**src/rtl/memory_port_arbiter.sv**
```systemverilog
// Shares one single-ported synchronous memory between an instruction-fetch and a
// data-access requester; data wins conflicts, and each side is blocked in its own ready cycle.
module memory_port_arbiter #(
    parameter int BIT_COUNT     = 32,
    parameter int BYTE_EN_WIDTH = BIT_COUNT / 8
) (
    input  logic                     clk,
    input  logic                     reset,
    input  logic                     IReq,
    input  logic [BIT_COUNT-1:0]     IAdr,
    output logic                     IReady,
    output logic [BIT_COUNT-1:0]     IData,
    input  logic                     DReq,
    input  logic                     DWrite,
    input  logic [BYTE_EN_WIDTH-1:0] DByteEn,
    input  logic [BIT_COUNT-1:0]     DAdr,
    input  logic [BIT_COUNT-1:0]     DWriteData,
    output logic                     DReady,
    output logic [BIT_COUNT-1:0]     DReadData,
    output logic                     MemEn,
    output logic                     MemWrite,
    output logic [BYTE_EN_WIDTH-1:0] MemByteEn,
    output logic [BIT_COUNT-1:0]     MemAdr,
    output logic [BIT_COUNT-1:0]     MemWriteData,
    input  logic [BIT_COUNT-1:0]     MemReadData
);

    typedef enum logic [1:0] {
        IDLE   = 2'd0,
        WAIT_I = 2'd1,
        WAIT_D = 2'd2
    } state_t;

    state_t               state_q, state_d;
    logic [BIT_COUNT-1:0] i_hold_q, i_hold_d;
    logic [BIT_COUNT-1:0] d_hold_q, d_hold_d;
    logic                 i_cand, d_cand;

    always_comb begin
        state_d      = IDLE;
        MemEn        = 1'b0;
        MemWrite     = 1'b0;
        MemByteEn    = '0;
        MemAdr       = '0;
        MemWriteData = '0;
        i_hold_d     = i_hold_q;
        d_hold_d     = d_hold_q;

        // A side whose ready pulse is in this cycle still has Req high from the
        // finished access, so it must sit out one cycle; this also forces alternation.
        i_cand = !reset && IReq && (state_q != WAIT_I);
        d_cand = !reset && DReq && (state_q != WAIT_D);

        if (d_cand) begin
            state_d      = WAIT_D;
            MemEn        = 1'b1;
            MemWrite     = DWrite;
            MemByteEn    = DByteEn;
            MemAdr       = DAdr;
            MemWriteData = DWriteData;
        end else if (i_cand) begin
            state_d = WAIT_I;
            MemEn   = 1'b1;
            MemAdr  = IAdr;
        end

        IReady = !reset && (state_q == WAIT_I);
        DReady = !reset && (state_q == WAIT_D);

        if (IReady) begin
            i_hold_d = MemReadData;
        end
        if (DReady) begin
            d_hold_d = MemReadData;
        end

        // Reset also hides the held values so an abandoned access never leaks out.
        IData     = IReady ? MemReadData : (reset ? '0 : i_hold_q);
        DReadData = DReady ? MemReadData : (reset ? '0 : d_hold_q);
    end

    always_ff @(posedge clk) begin
        if (reset) begin
            state_q  <= IDLE;
            i_hold_q <= '0;
            d_hold_q <= '0;
        end else begin
            state_q  <= state_d;
            i_hold_q <= i_hold_d;
            d_hold_q <= d_hold_d;
        end
    end

endmodule

```
**config.mk**
```make
export PLATFORM = sky130hd
export DESIGN_NAME = memory_port_arbiter
export DESIGN_NICKNAME = d
export VERILOG_FILES = /design/src/rtl/memory_port_arbiter.sv
export SDC_FILE = /design/constraint.sdc
export NUM_CORES = 1
export LEC_CHECK = 0
export BUFFER_PORTS_ARGS = -buffer_cell sky130_fd_sc_hd__clkbuf_2
export CORE_AREA = 4 4 103 105
export DETAILED_ROUTE_END_ITERATION = 10
export DIE_AREA = 0 0 107 109
export GPL_TIMING_DRIVEN = 0
export PLACE_DENSITY = 0.81
export SETUP_SLACK_MARGIN = 0.3
export SLEW_MARGIN = 20
export SYNTH_ARGS = -nofsm -noshare
export SYNTH_HDL_FRONTEND = slang
export SYNTH_SLANG_ARGS = --single-unit
```
**constraint.sdc**
```tcl
create_clock -name clk -period 1.6 [get_ports clk]
set_clock_uncertainty 0.2 [all_clocks]
set_input_delay 0.08 -clock clk [delete_from_list [all_inputs] [get_ports clk]]
set_output_delay 0.08 -clock clk [all_outputs]
set_load 0.01 [all_outputs]
```
=== Word-level counts from Yosys, hierarchy flattened ===
Index checks and enable logic that the tools add are counted.

* Bits in registers: 66
* Word-level logic and storage cells: 29
* Output and inout bits: 136
* Input port bits: 137

* Equality and inequality tests: 4
* Mux-type cells: 13
* Reduce and logical (&&, ||, !) cells: 8

{| class="wikitable"
|+ Operators with widths
! operator !! count
|-
| $mux 32 || 7
|-
| $logic_and 1x1->1 || 6
|-
| $mux 1 || 4
|-
| $mux 4 || 1
|-
| $eq 2x1->1 const B || 1
|-
| $eq 2x2->1 const B || 1
|-
| $mux 2 || 1
|-
| $ne 2x1->1 const B || 1
|-
| $ne 2x2->1 const B || 1
|-
| $reduce_or 2->1 || 1
|-
| $logic_not 1->1 || 1
|}

=== Depth between registers and ports, before layout ===
Gate-level depths: netlist of run 1.

* Depth in word-level cells: 5
* Mapped depth: 5

=== Worst setup path after synthesis of run 1 ===
OpenSTA, ideal clock, no wires.

* Path kind: flip-flop to output port
* Start: register state_q[1]
* End: output MemAdr[30]
* Data arrival time: 1.220 ns
* Data required time: 1.320 ns
* Path buffers: 2
* Setup slack: 0.100 ns
* Stages on the path, launching flop included: 6
* Path through: dfxtp_1 -> nor2b_1 -> buf_2 -> nor3b_4 -> clkbuf_2 -> a32o_1

* Cells in the longest elaborated chain, start to end: 4
* Elaborated cells on any way between the ends: 6

{| class="wikitable"
|+ Ends and longest elaborated chain
! item !! line !! RTL
|-
| start: declaration || 34 || <nowiki>state_t state_q, state_d;</nowiki>
|-
| start signal: assignment || 88 || <nowiki>state_q <= state_d;</nowiki>
|-
| $ne 2x1->1 || 51 || <nowiki>i_cand = !reset && IReq && (state_q != WAIT_I);</nowiki>
|-
| $logic_and 1x1->1 || 51 ||
|-
| $mux 32 || 61 || <nowiki>end else if (i_cand) begin</nowiki>
|-
| $mux 32 * || 54 || <nowiki>if (d_cand) begin</nowiki>
|-
| end: declaration || 23 || <nowiki>output logic [BIT_COUNT-1:0] MemAdr,</nowiki>
|}

Every way passes the cells marked *; elsewhere a longest branch is shown, timed or not.

=== Final worst setup path of run 1 ===
* Start: register state_q[0]
* End: output IData[14]

* Cells in the longest elaborated chain, start to end: 3

{| class="wikitable"
|+ Ends and longest elaborated chain
! item !! line !! RTL
|-
| $eq 2x1->1 || 67 || <nowiki>IReady = !reset && (state_q == WAIT_I);</nowiki>
|-
| $logic_and 1x1->1 || 67 ||
|-
| $mux 32 || 78 || <nowiki>IData = IReady ? MemReadData : (reset ? '0 : i_hold_q);</nowiki>
|-
| end: declaration || 12 || <nowiki>output logic [BIT_COUNT-1:0] IData,</nowiki>
|}

No other way between the ends.

==> results of run 1 <==
layout make-up:
cell class                      count  area share
Clock inverter                      5     0.01122
Buffer                             45     0.07032
Tap cell                          133     0.02368
Timing Repair Buffer              323      0.3044
Multi-Input combinational cell    336      0.3833
Clock buffer                       11     0.01869
Sequential cell                    66      0.1884
Yosys cell counts:
cell / instances / area [µm²]
a21oi_1: 128 / 640.6
nand2_1: 128 / 480.5
dfxtp_1: 66 / 1321
and2_1: 38 / 237.7
a32o_1: 32 / 320.3
clkbuf_1: 24 / 90.09
buf_2: 11 / 55.05
clkbuf_2: 4 / 20.02
buf_1: 3 / 11.26
buf_4: 3 / 22.52
nor2b_1: 3 / 18.77
nand2b_1: 2 / 12.51
nor2_1: 2 / 7.510
a21o_1: 1 / 7.510
nor3b_4: 1 / 18.77
o21ai_2: 1 / 8.760
report_power, final:
group	total, mW	leakage, nW	internal (mW)	switching [mW]
clock network	1.54	0.107	0.877	0.662
registers	1.74	0.538	1.71	0.0290
logic	1.48	2.76	0.699	0.777
metrics by stage:
stage,cells,setup WS (ns),hold slack (ns)
finish,919,-0.4756,-0.1976
global route,919,-0.5824,-0.2079
CTS,903,-0.4359,-0.1975
detailed placement,851,-0.3462,0.1690
global placement,851,-0.3173,0.1504
floorplan,447,0.1004,0.03877
worst register-to-register path, cell delays in order, from the launching register on:
cell and delay [ns]:
dfxtp_2 0.37, nor2b_1 0.16, buf_4 0.17, buf_8 0.14, buf_12 0.10, clkbuf_16 0.14, nand2_4 0.05, buf_4 0.13
a21oi_2 0.12
layer usage:
metal	vias up	GRT usage
li1	2216	-
met1	2262	0.3173
met2	207	0.5198
met3	31	0.06986
met4	0	0.07763
met5	-	0
flip-flops by register name, summed over array words and instances (netlist names):
register and count:
d_hold_q 32, i_hold_q 32, state_q 2
cell families (layout without fill, tap and decap cells):
kind of cell	count (synthesis)	in the layout
buffers and inverters	45	384
flip-flops	66	66
AO/OA/AOI/OAI	162	162
AND/OR/NAND/NOR	174	174
what timing repair did:
action,in CTS,in global routing
endpoints found under the setup margin,198,201
setup buffers,28,14
resized for setup,189,190
endpoints found under the hold margin,64,64
pin swaps,61,43
cloned,8,2
worst paths after layout:
kind / startpoint / to / slack (ns) / cells after the start
worst max-delay path: state_q[0] / IData[14] / -0.48 / 8
worst min-delay path: MemReadData[23] / d_hold_q[23] / -0.20 / 3
worst max register to register: state_q[0] / i_hold_q[13] / -0.04 / 8
worst min register to register: d_hold_q[21] / d_hold_q[21] / 0.27 / 2
==> key figures, run 1 <==
Finish
  • Area grow syn2layout: 114.7%
  • Area of the multi-input gates: 2694 µm²
  • Register Area: 1324 µm²
  • Final Core Density: 0.7291
  • Most frequent cells in the layout: clkbuf_2, a21oi_2, dfxtp_1
  • Ant diodes: 0
  • Share of layout cells above drive strength 1: 0.7316
  • Fin nets: roughly 920
  • Final instance area: around 7000 µm²
  • Fill cells: 695
  • Commonest non-fill, non-tap cell in the layout: clkbuf_2

Die
  • Die Y: about 110 µm
  • Initial Util: 0.3396
  • Die area: around 12000 µm²
  • Num rows: 36
  • Die Span X: roughly 110 µm
  • IO Pins: 273
  • Core footprint: approximately 9600 µm²

Power
  • Cell area power density: between 600 and 700 nW/µm²
  • Overall Power: 4.755 mW
  • Pleak: approximately 3.4 nW
  • Peak VDD IR: between 0.0004 and 0.0005 V

Timing
  • Max-slew violations: 0
  • Final WS setup: -0.4756 ns
  • Max-slew headroom: 0.3704
  • Worst Hold Slack: -0.1976 ns
  • Final worst-path cycle share: 1.297
  • Setup TNS: -49.89 ns
  • RSZ-0062 raised after global routing: true
  • Fmax: about 480 MHz
  • Final min period: between 2 and 2.5 ns
  • Final hold vios: 64
  • Worst slew pin tran: about 0.94 ns
  • Final setup fails: about 140

Place
  • GPL Wtd Cong: 0.8564
  • Dpl hpwl: 12530 µm
  • Port Buffers: about 270
  • DP Area: 5067 µm²

Clock tree
  • Clock Sinks: 66
  • CTS Buf Count: 9
  • Reg clk slew, reported paths: 0.08 ns
  • CTS Buffer Depth: 2
  • Clock root buffer: clkbuf_8
  • TritonCTS clock tree: yes
  • Skew-Pair Late Insertion Delay: 0.33 ns
  • Htree depth: 3

Worst setup path
  • Worst Setup End Kind: output port
  • CP delay by family, top: buffers and inverters
  • Critical Path Start Type: flip-flop
  • Crit-path cells: nor2b_1 > buf_4 > buf_8 > buf_12 > clkbuf_16 > nand2_2 > a21oi_2 > clkbuf_2
  • Worst Path Required: about 1.3 ns
  • CP Buf/Inv Count: 5
  • WP data arrival: about 1.8 ns
  • Worst Path Max Fanout: 5
  • Critical path class: reg2out
  • Crit-path max cell delay: around 0.37 ns
  • Crit path max-delay cell type: dfxtp_2

Global routing
  • Number of global-route vias before repair: 4618
  • Global-route wire length before repair: between 20000 and 25000 µm
  • GRT Total Usage: 0.2796
  • Antenna violations before repair: 0
  • Largest net degree at the start of global routing: 12
  • Global route overflow: 0

Detailed routing
  • First-pass DRT Iterations: 5
  • Starting DRC count in detailed routing: 283
  • Wire per inst: 20.03 µm
  • Final wirelength: 18410 µm
  • Met3 routed WL: about 1200 µm
  • Uppermost layer routed: met4
  • Remaining DRCs: 0
  • Detail Route met2 WL: roughly 9900 µm
  • Vias: between 4000 and 5000
  • Met1 WL: around 6800 µm
  • Via density per instance: around 5
  • Final ANT Viol Nets: 0

Synthesis
  • Syn_nets: 584
  • Synth unique cells: 16
  • Mapped cell area: roughly 3300 µm²
  • Post-synthesis mux area share: 0
  • Post-synthesis simple-gate area fraction: 0.2370
  • Yosys warnings: 0
  • Combinational family with the most area after synthesis: compound AO/OA/AOI/OAI gates
  • Gate Count Post-Synth: roughly 450
  • Seq/Total Area, Yosys: 0.4037
  • Post-synthesis compound-gate area fraction: 0.2985
  • Syn_area_per_cell: between 7 and 8 µm²
  • Post-synthesis adder-cell area fraction: 0
  • Post-synthesis xor/xnor area fraction: 0
  • Yosys reg bits: 66

Job
  • Max cap viols: 0

Status
  • Failing checks: hold timing, setup timing
  • Status: finished with violations

Hold path
  • Path category of the worst min-delay check: in2reg
Note: power is estimated with default switching activity, not from simulation.
==> inputs of run 2 (changes only) <==
Settings changed: REMOVE_ABC_BUFFERS set to 1.
==> run 2 against run 1 <==
The run still ends with hold timing, setup timing left. First-iteration DRC count fell by 3.5%. Non-clock buffer count shrank 50. Register-to-register slack hardly changed. Power shrank 3.8%. Setup slack improved by 0.077 ns. Count of clock-buffer cells in the layout unchanged. Sequential power is essentially flat. Clock power hardly changed. Combinational power fell by 14%. Critical path type unchanged. Largest cell class is now buffers.
==> key figures, run 2 (synthesis results as in run 1) <==
Clock tree
  • Clock root buffer: clkbuf_8
  • TritonCTS clock tree: yes
  • Skew-Pair Late Insertion Delay: about 0.34 ns
  • Clock Sinks: 66
  • CTS Buf Count: 9
  • Htree depth: 3
  • CTS Buffer Depth: 2
  • Reg clk slew, reported paths: 0.07 ns

Job
  • Max cap viols: 0

Finish
  • Commonest non-fill, non-tap cell in the layout: clkbuf_2
  • Final Core Density: 0.6455
  • Most frequent cells in the layout: clkbuf_2, a21oi_1, nand2_1
  • Ant diodes: 0
  • Fin cells: 873
  • Share of layout cells above drive strength 1: 0.5689
  • Top Registers: d_hold_q x32, i_hold_q x32, state_q x2
  • Final instance area: between 6000 and 7000 µm²
  • Area grow syn2layout: 90.10%
  • Fill cells: around 880
  • Fin nets: 872

Worst setup path
  • CP Buf/Inv Count: 3
  • Crit-path cells: nor2b_4 > nor3b_4 > buf_8 > buf_12 > a32o_2 > buf_8
  • Worst Setup End Kind: output port
  • Crit-path max cell delay: between 0.3 and 0.4 ns
  • CP dominant cell by count: buf_8
  • Worst Path Max Fanout: 9
  • Worst Path Required: around 1.3 ns
  • Critical path class: reg2out
  • Critical Path Start Type: flip-flop
  • WP data arrival: 1.72 ns
  • CP delay by family, top: buffers and inverters
  • Crit path max-delay cell type: dfxtp_4

Detailed routing
  • Starting DRC count in detailed routing: 273
  • First-pass DRT Iterations: 5
  • Final ANT Viol Nets: 0
  • Final wirelength: approximately 15000 µm
  • Remaining DRCs: 0
  • Wire per inst: about 18 µm
  • Via density per instance: between 5 and 6
  • Vias: between 4000 and 5000

Place
  • Pre-CTS setup slack: -0.7408 ns
  • DP Area: 4742 µm²
  • Placed insts: roughly 810
  • GPL Wtd Cong: 0.8686
  • Port Buffers: ~270
  • Dpl hpwl: between 9000 and 10000 µm

Die
  • Initial Util: 0.3396
  • Num rows: 36
  • Die Y: roughly 110 µm
  • IO Pins: approximately 270
  • Core footprint: approximately 9600 µm²
  • Die Span X: between 100 and 150 µm
  • Die area: 11660 µm²

Global routing
  • Antenna violations before repair: 0
  • GRT Total Usage: 0.2415
  • Global-route wire length before repair: between 20000 and 25000 µm
  • Largest net degree at the start of global routing: roughly 130
  • Global route overflow: 0
  • Number of global-route vias before repair: 4079

Timing
  • Max-slew headroom: 0.5138
  • Final min period: ~2.0 ns
  • Final hold vios: between 60 and 70
  • Setup TNS: -44.52 ns
  • Max-slew violations: 0
  • Final worst-path cycle share: 1.249
  • Worst slew pin tran: 0.7278 ns
  • Worst Hold Slack: -0.2100 ns
  • Fmax: ~500 MHz
  • Final setup fails: between 100 and 150
  • Final WS setup: -0.3990 ns
  • RSZ-0062 raised after global routing: true

Hold path
  • Path category of the worst min-delay check: in2reg

Power
  • Pleak: 3.065 nW
  • Overall Power: about 4.6 mW
  • Cell area power density: between 700 and 800 nW/µm²
  • Peak VDD IR: approximately 0.00035 V

Status
  • Failing checks: hold timing, setup timing
  • Status: finished with violations
==> run 2: changes by cell type in the layout (fill, tap and decap cells not counted), moves of 13 or more <==
cell,previous run,this run
nand2_2,32,13
a21oi_2,97,19
buf_2,62,87
nand2_1,44,92
nand2_4,51,23
buf_4,24,11
a21oi_1,27,109
clkbuf_2,198,156
==> run 2: tightest hold or removal path: stages <==
cell and delay [ns]:
clkbuf_2 0.09, nand2_2 0.05, a21oi_1 0.06
==> run 2: area by class of cell <==
| type | count | area (µm²) | area share |
|---|---|---|---|
| flip-flops and latches | 66 | 1329 | 0.2136 |
| well taps | 133 | 166.4 | 0.02674 |
| repair buffers | 318 | 2335 | 0.3752 |
| clock inverters | 5 | 77.57 | 0.01247 |
| clock buffers | 11 | 141.4 | 0.02272 |
| multi-input cells | 340 | 2173 | 0.3493 |
==> run 2: worst paths after layout <==
kind                    from            to  slack, ns  cells after the start
min reg2reg     d_hold_q[24]  d_hold_q[24]       0.26                      2
max               state_q[1]     MemAdr[0]      -0.40                      6
min          MemReadData[12]  d_hold_q[12]      -0.21                      3
max reg2reg       state_q[1]   d_hold_q[6]      -0.05                      8
==> run 2: per-layer routing <==
metal  global-route usage  vias up  part of all wire
met5                    0        -                 0
met4               0.1050        0             0.036
met3              0.08644       47             0.099
met2               0.4002      200              0.49
met1               0.2823     2043              0.37
li1                     -     2135                 -
==> run 2: timing repair <==
| action | 4_1_cts | 5_1_grt |
|---|---|---|
| gates cloned | 10 | 6 |
| endpoints found under the setup margin | 202 | 201 |
| hold endpoints to repair | 64 | 63 |
| resized for setup | 91 | 194 |
| setup buffers | 24 | 5 |
| pin swaps | 39 | 72 |
==> run 2: where the power goes <==
part           total, mW  switching (mW)  leakage [nW]  internal (mW)
combinational       1.28           0.642          2.42          0.641
clock               1.56           0.643         0.109          0.915
sequential          1.73          0.0221         0.538           1.71
==> inputs of run 3 (changes only) <==
Settings changed: CELL_PAD_IN_SITES_DETAIL_PLACEMENT set to 0, CELL_PAD_IN_SITES_GLOBAL_PLACEMENT set to 2, CORE_AREA 4 4 103 105 to not set, CORE_MARGIN set to 4, CORE_UTILIZATION set to 18, CTS_CLUSTER_DIAMETER set to 60, DIE_AREA 0 0 107 109 to not set, PLACE_DENSITY 0.81 to 0.88.
==> run 3 against run 2 <==
The run still ends with hold timing, setup timing left. Setup slack lost 0.042 ns. Worst hold slack gained 0.029 ns. Fmax shrank 2.1%. Cell count grew 14%. Via count grew 2.8%.
==> key figures, run 3 (synthesis results as in run 1) <==
Global routing
  • GRT Total Usage: 0.1526
  • Largest net degree at the start of global routing: 86
  • Global-route wire length before repair: 23940 µm
  • Global route overflow: 0
  • Antenna violations before repair: 0
  • Number of global-route vias before repair: 4217

Finish
  • Area grow syn2layout: 138.5%
  • Final instance area: between 7000 and 8000 µm²
  • Final Core Density: 0.4361
  • Fin cells: between 900 and 1000
  • Share of layout cells above drive strength 1: 0.7734
  • Fin nets: about 900
  • Most frequent cells in the layout: clkbuf_2, nand2_4, a21oi_2
  • Commonest non-fill, non-tap cell in the layout: clkbuf_2
  • Ant diodes: 0
  • Top Registers: d_hold_q x32, i_hold_q x32, state_q x2

Timing
  • Worst slew pin tran: ~0.5 ns
  • Final hold vios: 65
  • Final WS setup: -0.4413 ns
  • Final setup fails: about 140
  • Final min period: ~2.0 ns
  • Max-slew headroom: 0.6763
  • RSZ-0062 raised after global routing: true
  • Final worst-path cycle share: 1.276
  • Worst Hold Slack: -0.1814 ns
  • Fmax: slightly below 500 MHz
  • Setup TNS: -45.33 ns
  • Max-slew violations: 0

Power
  • Overall Power: 5.334 mW
  • Cell area power density: about 700 nW/µm²
  • Pleak: between 3 and 4 nW
  • Peak VDD IR: around 0.0004 V

Worst setup path
  • Worst Path Max Fanout: 8
  • R2R Setup Slk: 0.01 ns
  • Worst Path Required: between 1 and 1.5 ns
  • Path depth of the worst reg2reg path: 7
  • Worst r2r dst: i_hold_q[8]
  • Critical path class: reg2out
  • Worst R2R Start: state_q[0]
  • WP data arrival: 1.76 ns
  • Critical Path Start Type: flip-flop
  • Worst Setup End Kind: output port

Detailed routing
  • Via density per instance: about 4.6
  • Remaining DRCs: 0
  • Detail Route met2 WL: roughly 9500 µm
  • First-pass DRT Iterations: 4
  • Final wirelength: around 19000 µm
  • Uppermost layer routed: met4
  • Wire per inst: 18.61 µm
  • Final ANT Viol Nets: 0
  • Met1 WL: between 7000 and 8000 µm
  • Met3 routed WL: ~1400 µm
  • Vias: between 4000 and 5000
  • Starting DRC count in detailed routing: 116

Place
  • Dpl hpwl: between 10000 and 15000 µm
  • GPL Wtd Cong: approximately 0.83
  • Pre-CTS setup slack: -0.6094 ns
  • Placed insts: 912
  • Port Buffers: ~270
  • DP Area: about 5000 µm²

Hold path
  • Hold Path End: i_hold_q[15]
  • Hold Startpoint: MemReadData[15]
  • Path category of the worst min-delay check: in2reg
  • WHS Path Cells: 3

Clock tree
  • Htree depth: 3
  • Reg clk slew, reported paths: 0.05 ns
  • Skew-Pair Late Insertion Delay: ~0.32 ns
  • Clock root buffer: clkbuf_16
  • CTS Buffer Depth: 2
  • TritonCTS clock tree: yes
  • Clock Sinks: 66
  • CTS Buf Count: 9

Die
  • Die area: roughly 20000 µm²
  • Core footprint: between 15000 and 20000 µm²
  • Initial Util: 0.1828
  • Die Span X: 142.9 µm
  • IO Pins: between 200 and 300
  • Num rows: just under 50
  • Die Y: about 140 µm

Job
  • Max cap viols: 0

Status
  • Status: finished with violations
  • Failing checks: hold timing, setup timing
-- run 3: cell count changes in the layout (fill, tap and decap cells not counted), moves of 13 or more --
cell       delta
buf_6        +28
clkbuf_16    +15
clkbuf_2     -15
a32o_1       -14
nand2_1      -57
a21oi_2      +58
a32o_2       +14
nand2_4      +56
and2_1       -13
and2_4       +13
a21oi_1      -58
-- run 3: critical path, cell delays in order, from the launching register on --
cell and delay [ns]:
dfxtp_4 0.37, nor2b_4 0.24, buf_12 0.16, o21ai_4 0.09, clkbuf_16 0.18, a32o_2 0.26
buf_6 0.12
-- run 3: worst max path at each step --
| stage | startpoint | end | slack, ns | cells after the start |
|---|---|---|---|---|
| finish | state_q[0] | MemAdr[6] | -0.44 | 6 |
| floorplan | state_q[0] | MemAdr[0] | -1.11 | 3 |
| global route | state_q[1] | MemAdr[19] | -0.50 | 7 |
| global placement | state_q[0] | MemAdr[29] | -3.17 | 4 |
| detailed placement | state_q[1] | MemAdr[20] | -0.61 | 5 |
| CTS | state_q[0] | MemAdr[30] | -0.45 | 6 |
-- run 3: area by class of cell --
class	count	area (µm²)
Sequential cell	66	1329
Clock buffer	13	280.3
Tap cell	229	286.5
Multi-Input combinational cell	337	2833
Fill cell	1778	10090
Clock inverter	2	10.01
Timing Repair Buffer	350	3069
-- run 3: report_power, final --
group / leakage, nW / switching [mW] / internal [mW] / total, mW
clock network: 0.147 / 0.697 / 1.20 / 1.90
logic: 3.12 / 0.801 / 0.878 / 1.68
registers: 0.538 / 0.0413 / 1.71 / 1.75
-- run 3: layer usage --
layer,track usage,vias up
met5,0,-
met4,0.06103,0
met3,0.05358,19
met2,0.2666,173
met1,0.1692,2160
li1,-,2195
-- run 3: what timing repair did --
action / CTS / global route
cloned: 8 / 15
hold endpoints to repair: 65 / 65
setup endpoints to repair: 202 / 201
gates resized for setup: 102 / 449
buffers inserted: 27 / 20
pin swaps: 22 / 170
